File: src/rtl/config_bus_fifo.sv
// Config bus slave-side FIFO: circular buffer with registered read port, occupancy and sticky error flags.
// Optional drop counter enabled by defining CONFIG_BUS_FIFO_STATS_EN.
module config_bus_fifo #(
  parameter  int DATA_WIDTH = 8,
  parameter  int DEPTH      = 4,
  localparam int CNT_W      = $clog2(DEPTH) + 1
) (
  input  logic                  clk,
  input  logic                  rst_n,
  input  logic                  w_en,
  input  logic [DATA_WIDTH-1:0] write_data,
  input  logic                  r_en,
  output logic [DATA_WIDTH-1:0] read_data,
  output logic                  read_valid,
  output logic                  full,
  output logic                  empty,
  output logic [CNT_W-1:0]      count,
  input  logic                  clr_err,
`ifdef CONFIG_BUS_FIFO_STATS_EN
  output logic [7:0]            drop_count,
`endif
  output logic                  overflow,
  output logic                  underflow
);

  localparam int PTR_W = $clog2(DEPTH);

  logic [DATA_WIDTH-1:0] r_mem [DEPTH];
  logic [PTR_W-1:0]      r_wr_ptr;
  logic [PTR_W-1:0]      r_rd_ptr;
  logic [CNT_W-1:0]      r_count;
  logic [DATA_WIDTH-1:0] r_read_data;
  logic                  r_read_valid;
  logic                  r_overflow;
  logic                  r_underflow;

  logic                  w_full;
  logic                  w_empty;
  logic                  w_pop;
  logic                  w_push;
  logic                  w_drop;
  logic                  w_underrun;
  logic [CNT_W-1:0]      w_count_nxt;

  assign w_full     = (r_count == CNT_W'(DEPTH));
  assign w_empty    = (r_count == '0);
  assign w_pop      = r_en && !w_empty;
  // A pop in the same cycle frees the slot the push is about to fill.
  assign w_push     = w_en && (!w_full || w_pop);
  assign w_drop     = w_en && !w_push;
  assign w_underrun = r_en && w_empty;

  // NOTE: every signal assigned in always_comb gets a default first, so no path can infer a latch.
  always_comb begin
    w_count_nxt = r_count;
    case ({w_push, w_pop})
      2'b10:   w_count_nxt = r_count + CNT_W'(1);
      2'b01:   w_count_nxt = r_count - CNT_W'(1);
      default: w_count_nxt = r_count;
    endcase
  end

  // NOTE: storage has no reset; only pointers and count define which entries are valid.
  always_ff @(posedge clk) begin
    if (w_push) r_mem[r_wr_ptr] <= write_data;
  end

  // NOTE: sequential state uses non-blocking assignments so the full-case read below sees the pre-edge word.
  always_ff @(posedge clk or negedge rst_n) begin
    if (!rst_n) begin
      r_wr_ptr     <= '0;
      r_rd_ptr     <= '0;
      r_count      <= '0;
      r_read_data  <= '0;
      r_read_valid <= 1'b0;
      r_overflow   <= 1'b0;
      r_underflow  <= 1'b0;
    end else begin
      r_count      <= w_count_nxt;
      r_read_valid <= w_pop;
      if (w_push) r_wr_ptr <= r_wr_ptr + PTR_W'(1);
      if (w_pop) begin
        r_read_data <= r_mem[r_rd_ptr];
        r_rd_ptr    <= r_rd_ptr + PTR_W'(1);
      end
      // Error events dominate a simultaneous clear.
      r_overflow  <= w_drop     || (r_overflow  && !clr_err);
      r_underflow <= w_underrun || (r_underflow && !clr_err);
    end
  end

`ifdef CONFIG_BUS_FIFO_STATS_EN
  logic [7:0] r_drop_count;

  always_ff @(posedge clk or negedge rst_n) begin
    if (!rst_n) begin
      r_drop_count <= '0;
    end else if (clr_err) begin
      r_drop_count <= w_drop ? 8'd1 : 8'd0;
    end else if (w_drop && (r_drop_count != 8'hFF)) begin
      r_drop_count <= r_drop_count + 8'd1;
    end
  end

  assign drop_count = r_drop_count;
`endif

  assign read_data  = r_read_data;
  assign read_valid = r_read_valid;
  assign full       = w_full;
  assign empty      = w_empty;
  assign count      = r_count;
  assign overflow   = r_overflow;
  assign underflow  = r_underflow;

endmodule

File: config.mk
export PLATFORM = sky130hd
export DESIGN_NAME = config_bus_fifo
export DESIGN_NICKNAME = d
export VERILOG_FILES = /design/src/rtl/config_bus_fifo.sv
export SDC_FILE = /design/constraint.sdc
export NUM_CORES = 1
export LEC_CHECK = 0
export CAP_MARGIN = 20
export CORE_MARGIN = 2
export CORE_UTILIZATION = 53
export CTS_CLUSTER_DIAMETER = 80
export DETAILED_ROUTE_END_ITERATION = 16
export GPL_ROUTABILITY_DRIVEN = 0
export PLACE_DENSITY = 0.78
export SLEW_MARGIN = 20
export SYNTH_ARGS = -nofsm -noshare
export SYNTH_HDL_FRONTEND = slang
export SYNTH_SLANG_ARGS = --single-unit
File: constraint.sdc
create_clock -name clk -period 3 [get_ports clk]
set_input_delay 0.75 -clock clk [delete_from_list [all_inputs] [get_ports clk]]
set_output_delay 0.75 -clock clk [all_outputs]
set_load 0.02 [all_outputs]
==> impl_metrics.tcl, run 1 <==
set metrics [dict create \
    outcome "complete, no violations" \
    seqCellArea_um2 1411 \
    grt_max_degree 19 \
    grt_use_total_pct 19.51 \
    wl_um 3760 \
    num_rows 22 \
    multi_input_area_um2 590.6 \
    setup.worst_path.class "reg -> out" \
    setup_slack_ns 0.3451 \
    worstHoldPathType "reg -> reg" \
    crit_arrival_ns 1.90 \
    via_count 1197 \
    finClkSkew_ns 0.009625 \
    fp.dieW_um 66.72 \
    fin_util_pct 67.31 \
    worst_slew_pin_slew_ns 0.8495 \
    crit_path_end_kind "output pin" \
    ys_seq_area_share_pct 67.71 \
    cts_root_buf "clkbuf_8" \
    grt_pass1_wl_um 5961 \
    ctsResizeCount 0 \
    area_growth_pct 19.99 \
    max_stage_delay_ns 0.60 \
    slew_headroom_pct 43.19 \
    holdWs_ns 0.4801 \
    cp_cell_sequence "or3b_4 -> inv_1 -> clkdlybuf4s50_1" \
    cts.sinks 50 \
    fillers 291 \
    layout_commonest_cell "edfxtp_1" \
    die_h_um 66.72 \
    cp_max_fo 8 \
    num_io_pins 29 \
    layout.nets 188 \
    cp.required_ns 2.25 \
    leakagePower_uw 0.0009714 \
    ir_drop_uv 528.6 \
    drc 0 \
    final_layout_size_suffix_gt1_share_pct 17.54 \
    portBuffers 28 \
    setup_viol 0 \
    drt-vias-per-instance 5.466 \
    n_antenna_cell 0 \
    finalCriticalPeriod_ns 2.655 \
    crit_slowest_cell "clkdlybuf4s50_1" \
    synth_seq_cells 50 \
    dieArea_um2 4451 \
    antenna_found_initial 0 \
    hpwlAfterDp_um 2620 \
    cts_buffer_depth 2 \
    synth.distinct_cells 30 \
    worst_skew_pair.late_latency_ns 0.30 \
    ant_nets 0 \
    rsz0062_at_grt "false" \
    syn_avg_cell_area_um2 15.22 \
    grt_pass1_vias 1218 \
    crit_buf_inv 2 \
    post_cts_buffers 0 \
    cpLargestDelayFamily "buffers and inverters" \
    cts.htree.levels 2 \
    p_per_area_nw_per_um2 963.9 \
    grtUsageMet3_pct 5.068 \
    gr-total-overflow 0 \
    grt_use_met2_pct 35.75 \
    finalHoldViolCount 0 \
    drt_iter0_drc 62 \
    wl_per_cell_um 17.17 \
    slew_viol_final 0 \
    cts_inserted_buffers 5 \
    gr-max-usage-layer "met2" \
    max_freq_ghz 0.3767 \
    first_pass_iters 4 \
    cts_tree "done" \
    tns_ns 0 \
    place_ws_ns 0.1402 \
    post-layout-total-power_uw 2411 \
    ys_warn_count 0 \
    drv_cap 0 \
    synthCells 137 \
    final_cell_mix "edfxtp_1 (32), clkdlybuf4s50_1 (28), nand2_1 (27)" \
    postCtsHoldBufs 0 \
    grt_use_met1_pct 21.99 \
    core_um2 3716 \
    initial_utilization_pct 56.09 \
    clk_pin_slew_ns 0.09 \
    start_kind "flip-flop" \
    syn_nets 155 \
    synth_area_um2 2084 \
    fin_crit_sh_pct 88.50 \
]
[cell families after synthesis]
logic type / synth area share [%]
muxes: 9.363
and+or+nand+nor: 9.364
AOI/OAI and AO/OA: 4.142
buffers and inverters: 3.961
adders and majority gates: 3.361
DFF: 67.71
xor gates and xnor gates: 2.101
[registers in the layout, indices dropped and copies added, names as in the netlist]
name and count:
read_valid 1, underflow 1, read_data 8, overflow 1, r_rd_ptr 2, r_wr_ptr 2
count 3, r_mem 32
[Yosys cell counts]
cell type,number,area share (%)
a221o_1,1,0.48
a22oi_1,1,0.36
and2_2,4,1.4
and3_2,1,0.36
buf_2,3,0.72
buf_6,2,1.1
clkbuf_1,1,0.18
dfrtp_1,18,22
edfxtp_1,32,46
fa_1,1,0.96
ha_1,4,2.4
inv_1,10,1.8
inv_2,1,0.18
mux2_4,1,0.72
mux4_2,8,8.6
nand2_1,27,4.9
nand3_1,2,0.48
nand3b_1,1,0.36
nor2_1,2,0.36
nor3_1,1,0.24
o2111ai_1,2,0.84
o21a_4,1,0.72
o21ai_0,3,0.72
o31ai_2,1,0.60
o32ai_1,1,0.42
or2_2,1,0.30
or3b_1,1,0.42
or3b_4,1,0.54
xnor2_1,3,1.3
xor2_1,2,0.84
[area by class of cell]
cell class	count	area share (%)
Tap cell	48	2.401
Multi-Input combinational cell	70	23.61
Clock buffer	6	2.901
Inverter	11	1.651
Clock inverter	2	0.6003
Timing Repair Buffer	32	12.41
Sequential cell	50	56.43
[where the power goes]
part	internal (uW)	total, uW	switching [uW]
Combinational	465	910	445
Sequential	943	1120	181
Clock	164	377	212
[metal layers]
metal / part of all wire, % / up-vias / routed length [um]
met1: 40 / 611 / 1491
met4: 1.1 / 0 / 43
met5: 0 / - / 0
met2: 55 / 30 / 2080
met3: 3.9 / 4 / 145
li1: - / 552 / -
[worst register-to-register path: cells and delay by family (launching register included)]
family,cells,cell delay [ns]
AO/OA/AOI/OAI,2,0.40
adder cells (fa/ha/maj),1,0.41
buffers and inverters,1,0.07
flip-flops,1,0.51
AND/OR/NAND/NOR,3,0.67
[through the flow]
| stage | cell area, um^2 | instances |
|---|---|---|
| global placement | 2414 | 211 |
| CTS | 2501 | 219 |
| global route | 2501 | 219 |
| floorplan | 2085 | 137 |
| finish | 2501 | 219 |
| detailed placement | 2414 | 211 |
[worst paths after layout]
check	from	end	slack, ns	depth (start not counted)
worst max-delay path	count[0]	full	0.35	3
worst min-delay path	read_data[2]	read_data[2]	0.48	2
worst max register to register	count[0]	count[2]	0.85	7
worst min register to register	read_data[2]	read_data[2]	0.48	2
max in group asynchronous	rst_n	read_data[2]	1.54	1
min in group asynchronous	rst_n	underflow	0.93	1
(Power assumes the default switching activity.)
==> run 2: changes to the inputs <==
--- a/config.mk
+++ b/config.mk
@@ -5,13 +5,14 @@
 export SDC_FILE = /design/constraint.sdc
 export NUM_CORES = 1
 export LEC_CHECK = 0
+export ABC_AREA = 1
 export CAP_MARGIN = 20
 export CORE_MARGIN = 2
-export CORE_UTILIZATION = 53
+export CORE_UTILIZATION = 29
 export CTS_CLUSTER_DIAMETER = 80
 export DETAILED_ROUTE_END_ITERATION = 16
+export DONT_BUFFER_PORTS = 1
 export GPL_ROUTABILITY_DRIVEN = 0
-export PLACE_DENSITY = 0.78
 export SLEW_MARGIN = 20
 export SYNTH_ARGS = -nofsm -noshare
 export SYNTH_HDL_FRONTEND = slang
==> impl_metrics.tcl, run 2 <==
set metrics [dict create \
    r2r-start "count[0]" \
    netSwitchingPower_uw 885.9 \
    ant_nets 0 \
    syn_avg_cell_area_um2 11.74 \
    p_per_area_nw_per_um2 979.4 \
    portBuffers 0 \
    cts_tree "done" \
    layout_commonest_cell "nor2_1" \
    power_frac_clock_pct 16.9 \
    finalHoldViolCount 0 \
    wl_met1_um 1572 \
    cp_max_fo 4 \
    slew_viol_final 0 \
    final_area_um2 2247 \
    drt-vias-per-instance 4.482 \
    route.met3.wl_um 388 \
    syn_nets 195 \
    ys_warn_count 0 \
    regMostFlops "r_mem" \
    p_sw_share_pct 40.25 \
    die_h_um 88.66 \
    fillers 703 \
    grt_max_degree 20 \
    finalCriticalPeriod_ns 2.096 \
    cts.htree.levels 2 \
    setup_viol 0 \
    cts.sinks 50 \
    wl_per_cell_um 13.75 \
    worstHoldPathType "in -> async" \
    ir_drop_uv 236.5 \
    post_cts_buffers 0 \
    holdWs_ns 0.1373 \
    dieArea_um2 7860 \
    grt_use_total_pct 10.77 \
    placed_area_um2 2162 \
    initial_utilization_pct 30.26 \
    slew_headroom_pct 53.82 \
    clk_pin_slew_ns 0.09 \
    fp.dieW_um 88.66 \
    tns_ns 0 \
    wl_um 3795 \
    intPower_uw 1315 \
    synthTopCellsByCount "nor2_1 (46), edfxtp_1 (32), dfrtp_1 (18)" \
    cts_root_buf "clkbuf_8" \
    crit_arrival_ns 1.35 \
    worstSetupStartpoint "count[0]" \
    n_antenna_cell 0 \
    area_growth_pct 8.128 \
    synthTopCellsByArea "edfxtp_1 (46%), dfrtp_1 (22%), nor2_1 (8.3%), o21ai_0 (3.9%), inv_1 (2.9%)" \
    worst_skew_pair.late_latency_ns 0.30 \
    topRoutingLayerUsed "met4" \
    worst_slew_pin_slew_ns 0.6901 \
    largest_reg_flops 32 \
    grt_pass1_vias 1274 \
    leakagePower_uw 0.0008602 \
    dominantRegCellSynth "edfxtp_1" \
    p_seq_share_pct 55.0 \
    postCtsHoldBufs 0 \
    num_rows 30 \
    drv_cap 0 \
    grt_pass1_wl_um 6023 \
    finClkSkew_ns 0.004944 \
    via_count 1237 \
    gr-total-overflow 0 \
    dr_wl_met2_um 1763 \
    cts_inserted_buffers 5 \
    first_pass_iters 4 \
    multi_input_area_um2 555.5 \
    rsz0062_at_grt "false" \
    synth_edf_count 32 \
    combinationalPowerShare_pct 28.1 \
    instances_no_fill 276 \
    dpl.cell_count 268 \
    crit_path_end_kind "output pin" \
    ys_async_sr_fraction_pct 36.00 \
    fin_crit_sh_pct 69.85 \
    cts_buffer_depth 2 \
    synthCells 177 \
    core_um2 6869 \
    synth.distinct_cells 26 \
    synth_top_cell_area_share_pct 46.24 \
    num_io_pins 29 \
    ctsResizeCount 0 \
    layout.nets 197 \
    ys_seq_area_share_pct 67.91 \
    max_freq_ghz 0.4772 \
    synth_area_um2 2078 \
    final_cell_mix "nor2_1 (46), edfxtp_1 (32), dfrtp_1 (18)" \
    antenna_found_initial 0 \
    drc 0 \
    drt_iter0_drc 67 \
    start_kind "flip-flop" \
    final_layout_size_suffix_gt1_share_pct 11.67 \
    outcome "complete, no violations" \
    synth_seq_cells 50 \
    setup.worst_path.class "reg -> out" \
    yosysMostFrequentCell "nor2_1" \
    seqCellArea_um2 1411 \
    synth_top_area_cell "edfxtp_1" \
    cp.required_ns 2.25 \
    hpwlAfterDp_um 2681 \
]
[run 2: power groups by stage]
stage                     Combinational [uW]  Clock [uW]  Sequential [uW]
after global routing                     732         406             1250
after floorplan                          574           0             1150
after global placement                   611           0             1230
after CTS                                631         384             1220
final                                    618         372             1210
after detailed placement                 630           0             1230
[run 2: worst paths after layout]
path                                end  slack, ns  depth (start not counted)
setup / recovery                   full       0.90                          3
hold / removal              r_wr_ptr[0]       0.14                          0
setup reg to reg            r_mem[1][4]       1.18                          4
hold reg to reg            read_data[0]       0.54                          2
max in group asynchronous  read_data[0]       2.79                          0
min in group clk            r_mem[2][6]       0.54                          0
[run 2: routing by layer]
layer | GRT usage [%] | vias to the layer above
met5 | 0 | -
met2 | 17.50 | 48
li1 | - | 598
met1 | 12.66 | 584
met3 | 3.825 | 7
met4 | 5.234 | 0
[run 2: layout make-up]
type,instances,area share (%)
clock buffers,5,3.062
clock inverters,3,0.7238
inverters,20,3.341
multi-input cells,102,24.72
flip-flops and latches,50,62.81
well taps,96,5.345
[run 2: cell families after synthesis]
kind of cell | after synthesis | synth area share, %
and+or+nand+nor | 65 | 13.79
buffers and inverters | 25 | 5.357
xor gates and xnor gates | 3 | 1.265
AOI/OAI and AO/OA | 29 | 8.308
adders and majority gates | 5 | 3.372
DFF | 50 | 67.91
[run 2: through the flow]
stage                     util [%]  total power [uW]  setup slack (ns)
after floorplan                  -              1721             1.259
after global placement       31.48              1845             1.034
after detailed placement     31.48              1864             1.003
after CTS                    32.71              2233            0.8819
after global routing         32.71              2386            0.8276
final                        32.71              2201            0.9045
[run 2: worst max-delay path, stage by stage (launching register included)]
cell,delay [ns]
dfrtp_1,0.51
nor2_4,0.24
nand2_1,0.13
inv_1,0.18
==> run 3: changes to the inputs <==
==> constraint.sdc (replaced) <==
create_clock -name clk -period 1.8 [get_ports clk]
set_input_delay 0.45 -clock clk [delete_from_list [all_inputs] [get_ports clk]]
set_output_delay 0.45 -clock clk [all_outputs]
set_load 0.02 [all_outputs]
==> impl_metrics.tcl, run 3 (synthesized netlist as in run 2, its figures left out) <==
set metrics [dict create \
    regMostFlops "r_mem" \
    fin_crit_sh_pct 93.36 \
    n_antenna_cell 0 \
    slew_headroom_pct 41.32 \
    layout.nets 207 \
    cpLargestDelayFamily "flip-flops" \
    start_kind "flip-flop" \
    setup.worst_path.class "reg -> out" \
    max_freq_ghz 0.5951 \
    placed_area_um2 2230 \
    setup_slack_ns 0.1196 \
    clk_pin_slew_ns 0.09 \
    portBuffers 0 \
    crit_buf_inv 1 \
    setup_viol 0 \
    num_rows 30 \
    post_cts_buffers 0 \
    hpwlAfterDp_um 2597 \
    antenna_found_initial 0 \
    largest_reg_flops 32 \
    finClkSkew_ns 0.005897 \
    finalCriticalPeriod_ns 1.680 \
    leakagePower_uw 0.0009196 \
    worst_skew_pair.late_latency_ns 0.30 \
    grt_pass1_vias 1273 \
    outcome "complete, no violations" \
    cts_root_buf "clkbuf_8" \
    grt_pass1_wl_um 6292 \
    cts_tree "done" \
    dieArea_um2 7860 \
    cts.sinks 50 \
    slew_viol_final 0 \
    wl_per_cell_um 13.44 \
    drt_iter0_drc 35 \
    crit_arrival_ns 1.23 \
    max_stage_delay_ns 0.41 \
    core_um2 6869 \
    p_per_area_nw_per_um2 1687 \
    drv_cap 0 \
    drc 0 \
    seqCellArea_um2 1411 \
    die_h_um 88.66 \
    rsz0062_at_grt "false" \
    multi_input_area_um2 555.5 \
    post-layout-total-power_uw 3964 \
    worstHoldPathType "in -> reg" \
    ant_nets 0 \
    ir_drop_uv 442.9 \
    cts_buffer_depth 2 \
    cp_max_fo 4 \
    initial_utilization_pct 30.26 \
    final_cell_mix "nor2_1 (46), edfxtp_1 (32), dfrtp_1 (18)" \
    cts_inserted_buffers 5 \
    grt_max_degree 20 \
    cp_cell_sequence "nor2_4 -> nand2_1 -> inv_1" \
    fillers 683 \
    crit_slowest_cell "dfrtp_1" \
    drt-vias-per-instance 4.283 \
    cts.htree.levels 2 \
    grt_use_total_pct 10.95 \
    first_pass_iters 4 \
    area_growth_pct 13.06 \
    final_area_um2 2350 \
    r2r_slack_ns 0.26 \
    via_count 1225 \
    wl_um 3844 \
    final_layout_size_suffix_gt1_share_pct 15.79 \
    cp.required_ns 1.35 \
    fp.dieW_um 88.66 \
    tns_ns 0 \
    layout_commonest_cell "nor2_1" \
    gr-total-overflow 0 \
    worst_slew_pin_slew_ns 0.8773 \
    crit_path_end_kind "output pin" \
    finalHoldViolCount 0 \
    num_io_pins 29 \
    place_ws_ns 0.2541 \
]
==> run 3: cell count changes in the layout (fill, tap and decap cells not counted) <==
cell           delta
dlygate4sd3_1     +1
clkinv_1          -1
clkbuf_1          +1
bufinv_16         +1
buf_4             +9
clkinv_2          -1
==> run 3: stage by stage <==
stage	cells	hold slack (ns)	util, %
3_3_place_gp	277	0.1549	32.46
5_1_grt	286	0.2207	34.21
4_1_cts	286	0.2329	34.21
3_5_place_dp	277	0.1549	32.46
6_report	286	0.2364	34.21
2_1_floorplan	177	0.1544	-
==> run 3: metal layers <==
layer  GRT usage [%]  vias up  wire length, um
met2           18.11       34             1844
met5               0        -                0
met4           3.444        0               32
met3           3.825        4              255
li1                -      612                -
met1           13.44      575             1711
==> run 3: layout make-up <==
class                      instances  area share, %
inverter                          20          3.195
clock inverter                     2          1.597
multi-input combinational        102          23.64
tap                               96          5.112
timing repair buffer              10          3.301
sequential                        50          60.06
clock buffer                       6          3.088
==> run 3: path summary, 6_finish.rpt <==
check / end / startpoint / cells after the start
max reg2reg: count[2] / count[1] / 9
min: overflow / clr_err / 1
max in group asynchronous: read_valid / rst_n / 1
max: full / count[0] / 3
min reg2reg: read_data[0] / r_mem[1][0] / 2
min in group asynchronous: r_wr_ptr[1] / rst_n / 1
==> run 3: repair_timing <==
| item | in CTS | in global routing |
|---|---|---|
| hold endpoints to repair | 18 | 0 |
| resized for setup | 0 | 0 |
| hold buffers | 1 | 0 |
==> run 3: report_power, final <==
| part | switching [uW] | total [uW] | internal (uW) | leakage [uW] |
|---|---|---|---|---|
| Clock | 373 | 788 | 415 | 0.0000514 |
| Sequential | 327 | 1900 | 1570 | 0.000503 |
| Combinational | 821 | 1280 | 459 | 0.000366 |
| Total | 1520 | 3960 | 2440 | 0.000920 |
